**src/rtl/defs.sv**
```systemverilog
// defs: shared core types.
// op_t encodes the execute-stage operation.
package defs;

  typedef enum logic [3:0] {
    NO_OP,
    ADD,
    SUB,
    SLL,
    SRL,
    SRA,
    LT,
    LTU,
    XOR,
    OR,
    AND,
    EQ,
    NEQ,
    GE,
    GEU
  } op_t;

endpackage

```
**src/rtl/alu.sv**
```systemverilog
// alu: execute-stage arithmetic unit with registered result and condition.
// Define ALU_SERIAL_SHIFT_EN for a one-bit-per-cycle shifter with busy.
module alu
  import defs::*;
(
  input  logic               clk,
  input  logic               rst,
  input  logic               in_noop,
  input  op_t                in_op,
  input  logic signed [31:0] in_src1,
  input  logic signed [31:0] in_src2,
  output logic               out_busy,
  output logic               out_noop,
  output logic signed [31:0] out_result,
  output logic               out_cond
);

  logic        [4:0]  shamt;
  logic               bubble;
  logic               is_shift;
  logic signed [31:0] res_c;
  logic               cond_c;

  logic               noop_q, noop_d;
  logic signed [31:0] result_q, result_d;
  logic               cond_q, cond_d;

  assign shamt    = in_src2[4:0];
  assign bubble   = in_noop || (in_op == NO_OP);
  assign is_shift = (in_op == SLL) || (in_op == SRL) || (in_op == SRA);

  // Single-cycle result and condition for the op at the input.
  always_comb begin
    res_c  = '0;
    cond_c = 1'b0;
    case (in_op)
      ADD: res_c = in_src1 + in_src2;
      SUB: res_c = in_src1 - in_src2;
      XOR: res_c = in_src1 ^ in_src2;
      OR:  res_c = in_src1 | in_src2;
      AND: res_c = in_src1 & in_src2;
`ifdef ALU_SERIAL_SHIFT_EN
      SLL, SRL, SRA: res_c = in_src1;
`else
      SLL: res_c = in_src1 << shamt;
      SRL: res_c = in_src1 >> shamt;
      SRA: res_c = in_src1 >>> shamt;
`endif
      LT:  cond_c = in_src1 < in_src2;
      LTU: cond_c = $unsigned(in_src1) < $unsigned(in_src2);
      GE:  cond_c = in_src1 >= in_src2;
      GEU: cond_c = $unsigned(in_src1) >= $unsigned(in_src2);
      EQ:  cond_c = in_src1 == in_src2;
      NEQ: cond_c = in_src1 != in_src2;
      default: ;
    endcase
    res_c = res_c | {31'b0, cond_c};
  end

`ifdef ALU_SERIAL_SHIFT_EN

  typedef enum logic {IDLE, SHIFT} state_t;

  state_t      state_q, state_d;
  logic [31:0] acc_q, acc_d, acc_sh;
  logic [4:0]  cnt_q, cnt_d;
  op_t         sop_q, sop_d;

  // One-bit step of the latched shift.
  always_comb begin
    acc_sh = {acc_q[30:0], 1'b0};
    if (sop_q == SRL)
      acc_sh = {1'b0, acc_q[31:1]};
    else if (sop_q == SRA)
      acc_sh = {acc_q[31], acc_q[31:1]};
  end

  // Accept, start serial shifts, and publish when the count runs out.
  always_comb begin
    state_d  = state_q;
    acc_d    = acc_q;
    cnt_d    = cnt_q;
    sop_d    = sop_q;
    noop_d   = noop_q;
    result_d = result_q;
    cond_d   = cond_q;
    case (state_q)
      IDLE: begin
        if (bubble) begin
          noop_d = 1'b1;
        end else if (is_shift && shamt != 5'd0) begin
          acc_d   = in_src1;
          cnt_d   = shamt;
          sop_d   = in_op;
          noop_d  = 1'b1;
          state_d = SHIFT;
        end else begin
          noop_d   = 1'b0;
          result_d = res_c;
          cond_d   = cond_c;
        end
      end
      SHIFT: begin
        acc_d = acc_sh;
        cnt_d = cnt_q - 5'd1;
        if (cnt_q == 5'd1) begin
          noop_d   = 1'b0;
          result_d = acc_sh;
          cond_d   = 1'b0;
          state_d  = IDLE;
        end
      end
      default: state_d = IDLE;
    endcase
  end

  // Shift engine state; reset drops any in-flight shift.
  always_ff @(posedge clk or posedge rst) begin
    if (rst) begin
      state_q <= IDLE;
      acc_q   <= '0;
      cnt_q   <= '0;
      sop_q   <= NO_OP;
    end else begin
      state_q <= state_d;
      acc_q   <= acc_d;
      cnt_q   <= cnt_d;
      sop_q   <= sop_d;
    end
  end

  assign out_busy = (state_q == SHIFT);

`else

  // Every non-bubble input publishes on the next edge.
  always_comb begin
    noop_d   = 1'b1;
    result_d = result_q;
    cond_d   = cond_q;
    if (!bubble) begin
      noop_d   = 1'b0;
      result_d = res_c;
      cond_d   = cond_c;
    end
  end

  assign out_busy = 1'b0;

`endif

  // Output registers toward memory/writeback.
  always_ff @(posedge clk or posedge rst) begin
    if (rst) begin
      noop_q   <= 1'b1;
      result_q <= '0;
      cond_q   <= 1'b0;
    end else begin
      noop_q   <= noop_d;
      result_q <= result_d;
      cond_q   <= cond_d;
    end
  end

  assign out_noop   = noop_q;
  assign out_result = result_q;
  assign out_cond   = cond_q;

endmodule

```
**config.mk**
```make
export PLATFORM = sky130hd
export DESIGN_NAME = alu
export DESIGN_NICKNAME = d
export VERILOG_FILES = /design/src/rtl/defs.sv /design/src/rtl/alu.sv
export SDC_FILE = /design/constraint.sdc
export NUM_CORES = 1
export LEC_CHECK = 0
export ABC_AREA = 1
export ABC_CLOCK_PERIOD_IN_PS = 1190
export CORE_MARGIN = 3
export CORE_UTILIZATION = 61
export DETAILED_ROUTE_END_ITERATION = 10
export PLACE_DENSITY = 0.92
export SYNTH_ARGS = -nofsm -noshare
export SYNTH_HDL_FRONTEND = slang
export SYNTH_SLANG_ARGS = --single-unit
export TNS_END_PERCENT = 20
```
**constraint.sdc**
```tcl
create_clock -name clk -period 1.19 [get_ports clk]
set_clock_uncertainty 0.05 [all_clocks]
set_input_delay 0.238 -clock clk [delete_from_list [all_inputs] [get_ports clk]]
set_output_delay 0.238 -clock clk [all_outputs]
set_load 0.02 [all_outputs]
```
==> results.tsv, run 1 <==
stage	metric	value	unit
yosys	synthesis.nets	2392	
yosys	syn_area	0.0115	mm^2
die	start_util	63.0	%
outcome	status	stopped before the end	
yosys	synth_cell_types	52	
yosys	synth-seq-cells	34	
yosys	async_reset_ff_share	100	%
clocking	cts_hold_buf	0	
die	io_pins	106	
clocking	htreeDepth	2	
place	pre_cts_ws	-1810	ps
die	rows	49	
yosys	synth_area_leaders	nand2_1, nand3_1, ha_1, inv_1, dfrtp_1	
clocking	clock-sinks	34	
outcome	haltStage	4_1_cts	
place	numPortBuffers	104	
die	fp.dieW	143	um
yosys	synth_edf_count	0	
clocking	cts_buffer_depth	2	
yosys	ys_top_cells_by_count	nand2_1, nand3_1, inv_1	
die	die_height	143	um
clocking	cts_made_buffers	5	
yosys	syn_avg_cell_area	5.18	um^2
yosys	synth_top_area_share	24.5	%
yosys	yosys.area.top_type	nand2_1	
clocking	ctsResizeCount	1068	
yosys	synth.most_common_cell	nand2_1	
place	placed_area	0.0156	mm^2
place	place.gp.congestion	1.33	
outcome	toolErrorMsg	[ERROR DPL-0038] Utilization greater than 100%, impossible to legalize	
yosys	yosys_most_used_dff	dfrtp_1	
clocking	clockRootBuffer	clkbuf_16	
place	hpwl	51900	um
yosys	ys_seq_area_share	7.41	%
yosys	synthCells	2222	
yosys	ys_warn_count	0	
clocking	cts_setup_buffers	85	
-- logic make-up after synthesis --
kind of cell             share of synthesized area [%]
adder cells (fa/ha/maj)                           10.9
other                                           0.0326
flip-flops                                        7.41
buffers and inverters                             14.5
AND/OR/NAND/NOR                                   54.6
AO/OA/AOI/OAI                                     12.6
XOR/XNOR                                        0.0762
-- stage by stage --
step           TNS, ps  instances
3_5_place_dp    -57090       2864
3_3_place_gp    -51590       2864
2_1_floorplan   -23560       2222
==> run 2: changes to the inputs <==
--- a/config.mk
+++ b/config.mk
@@ -8,9 +8,9 @@
 export ABC_AREA = 1
 export ABC_CLOCK_PERIOD_IN_PS = 1190
 export CORE_MARGIN = 3
-export CORE_UTILIZATION = 61
+export CORE_UTILIZATION = 40
 export DETAILED_ROUTE_END_ITERATION = 10
-export PLACE_DENSITY = 0.92
+export PLACE_DENSITY_LB_ADDON = 0.15
 export SYNTH_ARGS = -nofsm -noshare
 export SYNTH_HDL_FRONTEND = slang
 export SYNTH_SLANG_ARGS = --single-unit
==> run 2 against run 1 <==
Against the previous run: the flow now finishes, with violations (setup timing); synthesized cell count is the same; area after synthesis unchanged.
==> results.tsv, run 2 <==
stage	metric	value	unit	change
outcome	status	finished, violations left		
outcome	violations	setup timing		
worst_setup_path	crit_path_max_incr_delay	210	ps	
finish	stdcell_area	0.0201	mm^2	
clocking	cts_hold_buf	0		unchanged
die	die_area	0.0308	mm^2	
pwr	vdd_drop_max	443	uV	
finish	n_fill_cell	2457		
clocking	cts_tree	built		
clocking	cts_buffer_depth	2		unchanged
clocking	clock-sinks	34		unchanged
finish	drive_gt1_share	46.4	%	
pwr	clkPwrFrac	10.9	%	
finish	synthToLayoutAreaGrowth	74.6	%	
place	hpwl	56100	um	+8.2%
timing	finalCriticalPeriod	2020	ps	
pwr	powerDensity	623	mW/mm^2	
worst_setup_path	worstPathMaxFanout	4		
routing	routed_wl	72800	um	
worst_setup_path	cp_top_family	simple AND/OR/NAND/NOR gates		
worst_setup_path	worstPathCellList	buf_8 -> inv_8 -> ha_4 -> buf_6 -> nor2_4 -> buf_6 -> nand3_4 -> nand3_4 -> buf_6 -> nand2_4 -> nand2_4 -> nand2_2 -> nand2_1 -> nand2_1 -> nand3_1 -> nand4_1 -> nand2_1 -> nand2_1		
yosys	synth_cell_types	52		unchanged
clocking	clk_pin_slew	60	ps	
timing	max_freq	495	MHz	
place	numPortBuffers	104		unchanged
yosys	syn_area	0.0115	mm^2	unchanged
yosys	synth_top_area_share	24.5	%	unchanged
grt	grt_max_degree	55		
finish	final_common_cell	nand2_1		
timing	worst_slack	-831	ps	
finish	final_cell_mix	nand2_1, buf_4, nand3_1		
worst_setup_path	required	1330	ps	
pwr	p_int	6.11	mW	
yosys	yosys_most_used_dff	dfrtp_1		
routing	ant_nets	0		
timing	drv_slew	0		
yosys	synth_edf_count	0		unchanged
finish	final_nets	3008		
die	io_pins	106		unchanged
timing	hold_viol_final	0		
clocking	clk_latency	290	ps	
yosys	synthCells	2222		unchanged
pwr	leakage	10.6	nW	
yosys	ys_top_cells_by_count	nand2_1, nand3_1, inv_1		
die	die_height	176	um	+23%
run	maxCapViolations	0		
yosys	ys_seq_area_share	7.41	%	unchanged
yosys	synth.most_common_cell	nand2_1		
worst_hold_path	min-delay-path-class	primary input to asynchronous set/reset pin		
routing	drt-initial-drc-count	2425		
yosys	synth_area_leaders	nand2_1, nand3_1, ha_1, inv_1, dfrtp_1		
yosys	syn_avg_cell_area	5.18	um^2	unchanged
timing	setup_viol	38		
worst_setup_path	end_kind	register		
place	pre_cts_ws	-1900	ps	-85.4 ps
clocking	clockRootBuffer	clkbuf_16		
worst_setup_path	criticalPathCategory	primary input to register		
pwr	combPwrFrac	77.7	%	
yosys	synth-seq-cells	34		unchanged
pwr	power.switching	6.40	mW	
finish	largest_register_ffs	32		
yosys	synthesis.nets	2392		unchanged
place	dp_cells	3144		+9.8%
grt	grt_pass1_vias	17700		
worst_setup_path	path_common_cell	nand2_1		
worst_setup_path	startpoint_type	primary input		
worst_setup_path	cpMaxStageDelayCell	ha_4		
yosys	yosys.area.top_type	nand2_1		
routing	drc	0		
routing	wl_per_cell	22.6	um	
clocking	htreeDepth	2		unchanged
worst_setup_path	crit_buf_inv	5		
pwr	power.total	12.5	mW	
routing	first_pass_iters	9		
grt	antenna_found_initial	3		
pwr	switching_share	51.1	%	
place	placed_area	0.0168	mm^2	+7.5%
die	rows	61		+24%
place	place.gp.congestion	1.11		-17%
die	core_area	0.0281	mm^2	
finish	antennaDiodeCount	0		
die	start_util	41.0	%	-22 points
routing	num_vias	19000		
finish	final_util	71.5	%	
grt	grt_pass1_wl	103000	um	
pwr	seqPwrFrac	11.4	%	
clocking	cts_made_buffers	5		unchanged
grt	grt_overflow_total	0		
timing	rsz0062_at_grt	yes		
worst_setup_path	worstPathArrival	2160	ps	
grt	grt_usage	43.7	%	
yosys	async_reset_ff_share	100	%	unchanged
finish	fin_cells	3216		
yosys	ys_warn_count	0		unchanged
routing	vias_per_cell	5.90		
timing	finalCritPeriodShare	170	%	
die	fp.dieW	176	um	+23%
[run 2: cells by family (layout without fill, tap and decap cells)]
logic type,after synthesis,after routing,synth area share (%)
other,1,1,0.0326
flip-flops,34,34,7.41
XOR/XNOR,1,1,0.0762
buffers and inverters,396,1012,14.5
AND/OR/NAND/NOR,1430,1430,54.6
AO/OA/AOI/OAI,261,261,12.6
adder cells (fa/ha/maj),99,99,10.9
[run 2: layout make-up]
cell class	instances	area [um^2]	share of cell area [%]
sequential	34	855	4.25
clock buffer	5	125	0.623
tap	378	473	2.35
multi-input combinational	1792	11500	57.2
clock inverter	2	10.0	0.0498
timing repair buffer	707	5900	29.4
inverter	298	1230	6.15
[run 2: final timing paths]
path | cells past startpoint | slack (ps) | start | endpoint
max reg2reg | 3 | 180 | out_result[17] | out_result[17]
min reg2reg | 2 | 430 | out_result[20] | out_result[20]
max | 18 | -830 | in_src2[4] | out_result[25]
max in group asynchronous | 3 | 570 | rst | out_noop
min in group clk | 2 | 430 | out_result[20] | out_result[20]
min | 3 | 250 | rst | out_result[23]
[run 2: power groups by stage]
| stage | Clock [mW] | Combinational [mW] | Sequential, mW |
|---|---|---|---|
| 6_report | 1.37 | 9.72 | 1.43 |
| 5_1_grt | 1.39 | 10.2 | 1.44 |
| 4_1_cts | 1.35 | 8.82 | 1.42 |
| 3_5_place_dp | 0 | 7.54 | 1.44 |
| 3_3_place_gp | 0 | 7.47 | 1.44 |
| 2_1_floorplan | 0 | 3.45 | 1.61 |
[run 2: metal layers]
| metal | wire [um] | part of all wire, % | track usage (%) | vias up |
|---|---|---|---|---|
| met5 | 44 | 0.060 | 0 | - |
| met4 | 5310 | 7.3 | 22.6 | 6 |
| met3 | 8530 | 12 | 7.91 | 362 |
| met2 | 32100 | 44 | 71.2 | 1397 |
| met1 | 26800 | 37 | 55.0 | 8766 |
| li1 | - | - | - | 8453 |
[run 2: repair_timing]
| action | CTS | global route |
|---|---|---|
| endpoints found under the setup margin | 68 | 54 |
| cloned | 3 | 1 |
| pin swaps | 182 | 119 |
| buffers inserted | 44 | 20 |
| gates resized for setup | 952 | 238 |
[run 2: tightest hold or removal path: cells and delay by family]
| family | cells | cell delay [ps] |
|---|---|---|
| buffers and inverters | 3 | 730 |
[run 2: per-stage QoR]
step / setup TNS [ps] / hold WS, ps
final: -25110 / 252
after global routing: -27290 / 281
after CTS: -28790 / 267
after detailed placement: -59270 / 414
after global placement: -58390 / 415
after floorplan: -23560 / 329
Note: power is estimated with default switching activity, not from simulation.
==> run 3: changes to the inputs <==
--- a/config.mk
+++ b/config.mk
@@ -10,7 +10,7 @@
 export CORE_MARGIN = 3
 export CORE_UTILIZATION = 40
 export DETAILED_ROUTE_END_ITERATION = 10
-export PLACE_DENSITY_LB_ADDON = 0.15
+export PLACE_DENSITY = 0.63
 export SYNTH_ARGS = -nofsm -noshare
 export SYNTH_HDL_FRONTEND = slang
 export SYNTH_SLANG_ARGS = --single-unit
==> run 3 against run 2 <==
Against the previous run: the run still ends with setup timing left; fmax fell by 4.8%; core utilization down 1.6 points; critical path type unchanged; first-iteration DRC count is 4.8% higher; sequential share of layout area rose by 0.098 points; critical path depth stayed put; die area stayed put.
==> results.tsv, run 3 (same netlist as run 2, synthesis figures left out) <==
stage	metric	value	unit	change
timing	finalCritPeriodShare	178	%	+8.5 points
place	dp_cells	3165		+0.67%
finish	largest_register_ffs	32		unchanged
grt	grt_usage	46.1	%	+2.5 points
worst_setup_path	cpMaxStageDelayCell	ha_4		
routing	drc	0		unchanged
grt	grt_pass1_wl	108000	um	+4.9%
worst_setup_path	end_kind	register		
worst_setup_path	required	1330	ps	about the same
finish	final_nets	3028		+0.66%
pwr	leakage	10.4	nW	-1.5%
grt	grt_overflow_total	0		unchanged
timing	setup_viol	38		unchanged
place	numPortBuffers	104		unchanged
die	start_util	41.0	%	unchanged
routing	vias_per_cell	5.87		-0.57%
grt	grt_pass1_vias	18400		+4.0%
die	core_area	0.0281	mm^2	unchanged
finish	synthToLayoutAreaGrowth	70.7	%	
worst_setup_path	worstPathArrival	2260	ps	+100 ps
routing	ant_nets	0		unchanged
finish	drive_gt1_share	44.0	%	-2.4 points
outcome	violations	setup timing		
die	die_height	176	um	unchanged
die	io_pins	106		unchanged
routing	first_pass_iters	6		-3
clocking	clk_pin_slew	80	ps	+20 ps
grt	antenna_found_initial	1		-2
finish	antennaDiodeCount	0		unchanged
pwr	powerDensity	628	mW/mm^2	+0.89%
clocking	cts_hold_buf	0		unchanged
timing	finalCriticalPeriod	2120	ps	+101 ps
pwr	vdd_drop_max	471	uV	+6.2%
die	fp.dieW	176	um	unchanged
worst_setup_path	crit_path_max_incr_delay	330	ps	+120 ps
worst_hold_path	min-delay-path-class	primary input to asynchronous set/reset pin		
die	rows	61		unchanged
timing	max_freq	471	MHz	-4.8%
run	maxCapViolations	0		unchanged
place	place.gp.congestion	1.11		+0.17%
grt	grt_max_degree	46		-16%
clocking	htreeDepth	2		unchanged
clocking	cts_tree	built		
outcome	status	finished, violations left		
worst_setup_path	startpoint_type	primary input		
routing	routed_wl	73800	um	+1.4%
routing	num_vias	19000		+0.084%
finish	fin_cells	3237		+0.65%
worst_setup_path	criticalPathCategory	primary input to register		
timing	hold_viol_final	0		unchanged
place	hpwl	57900	um	+3.1%
worst_setup_path	worstPathMaxFanout	5		+1
timing	drv_slew	0		unchanged
clocking	clockRootBuffer	clkbuf_16		
timing	rsz0062_at_grt	yes		
timing	worst_slack	-932	ps	-101 ps
finish	final_common_cell	nand2_1		
worst_setup_path	path_common_cell	nand2_1		
routing	wl_per_cell	22.8	um	+0.73%
worst_setup_path	worstPathCellList	buf_2 -> inv_2 -> ha_4 -> nand2_1 -> nand2_2 -> nand2_1 -> nand2_2 -> inv_2 -> nand2_4 -> nand2_1 -> nand2_2 -> a21oi_1 -> o21a_1 -> nor2_1 -> buf_4 -> nand2_1 -> nand2_1 -> nand2_1		
place	pre_cts_ws	-1960	ps	-61.5 ps
clocking	clk_latency	300	ps	about the same
die	die_area	0.0308	mm^2	unchanged
routing	drt-initial-drc-count	2542		+4.8%
clocking	cts_made_buffers	5		unchanged
clocking	clock-sinks	34		unchanged
clocking	cts_buffer_depth	2		unchanged
finish	final_cell_mix	nand2_1, buf_4, nand3_1		
[run 3: cell types whose count changed in the layout (fill, tap and decap cells not counted), moves of 10 or more]
cell	previous run	this run
buf_4	526	577
nand2_1	576	617
buf_6	74	50
nand2_4	53	31
nand2_2	145	128
nand3_2	41	29
nand3_1	352	363
a21oi_1	53	63
[run 3: layer usage]
layer | vias to the layer above | global-route usage (%) | routed length, um
met5 | - | 0 | 13
met4 | 2 | 27.8 | 5940
met3 | 363 | 11.5 | 8500
met2 | 1351 | 73.2 | 32000
met1 | 8789 | 56.3 | 27300
li1 | 8495 | - | -
[run 3: cell type report]
class	instances	area, um^2
multi-input combinational	1792	11100
fill	2511	8450
timing repair buffer	726	5850
inverter	298	1240
sequential	34	855
tap	378	473
clock buffer	8	146
timing repair inverter	1	11.3
[run 3: power by group]
group	switching [mW]	leakage, nW	internal, mW
Sequential	0.125	0.438	1.31
Clock	0.636	0.0712	0.840
Combinational	5.53	9.90	3.89
[run 3: per-stage QoR]
stage / util [%] / TNS, ps / area [um^2] / hold slack [ps] / power, mW
4_1_cts: 68.3 / -28980 / 19200 / 235 / 11.7
6_report: 69.9 / -24800 / 19600 / 225 / 12.3
3_3_place_gp: 60.2 / -58370 / 16900 / 413 / 8.94
2_1_floorplan: - / -23560 / 11800 / 329 / 5.06
3_5_place_dp: 60.2 / -59100 / 16900 / 422 / 9.00
5_1_grt: 69.9 / -27590 / 19600 / 256 / 12.9
[run 3: timing repair]
item                                    CTS  global route
gates cloned                              1             1
buffers inserted                         55             9
endpoints found under the setup margin   68            53
pin swaps                               168            62
gates resized for setup                 910           146
[run 3: critical path, delay by kind of cell]
| family | cells | cell delay (ps) |
|---|---|---|
| simple gates | 11 | 1060 |
| buf+inv | 4 | 380 |
| fa+ha+maj | 1 | 330 |
| compound gates | 2 | 260 |
[run 3: final timing paths]
check	startpoint	to	slack (ps)	cells after the start
setup / recovery	in_src1[4]	out_result[11]	-930	18
hold / removal	rst	out_result[27]	220	3
setup reg to reg	out_result[0]	out_result[0]	220	3
hold reg to reg	out_result[28]	out_result[28]	430	2
max in group asynchronous	rst	out_noop	580	3
min in group clk	out_result[28]	out_result[28]	430	2
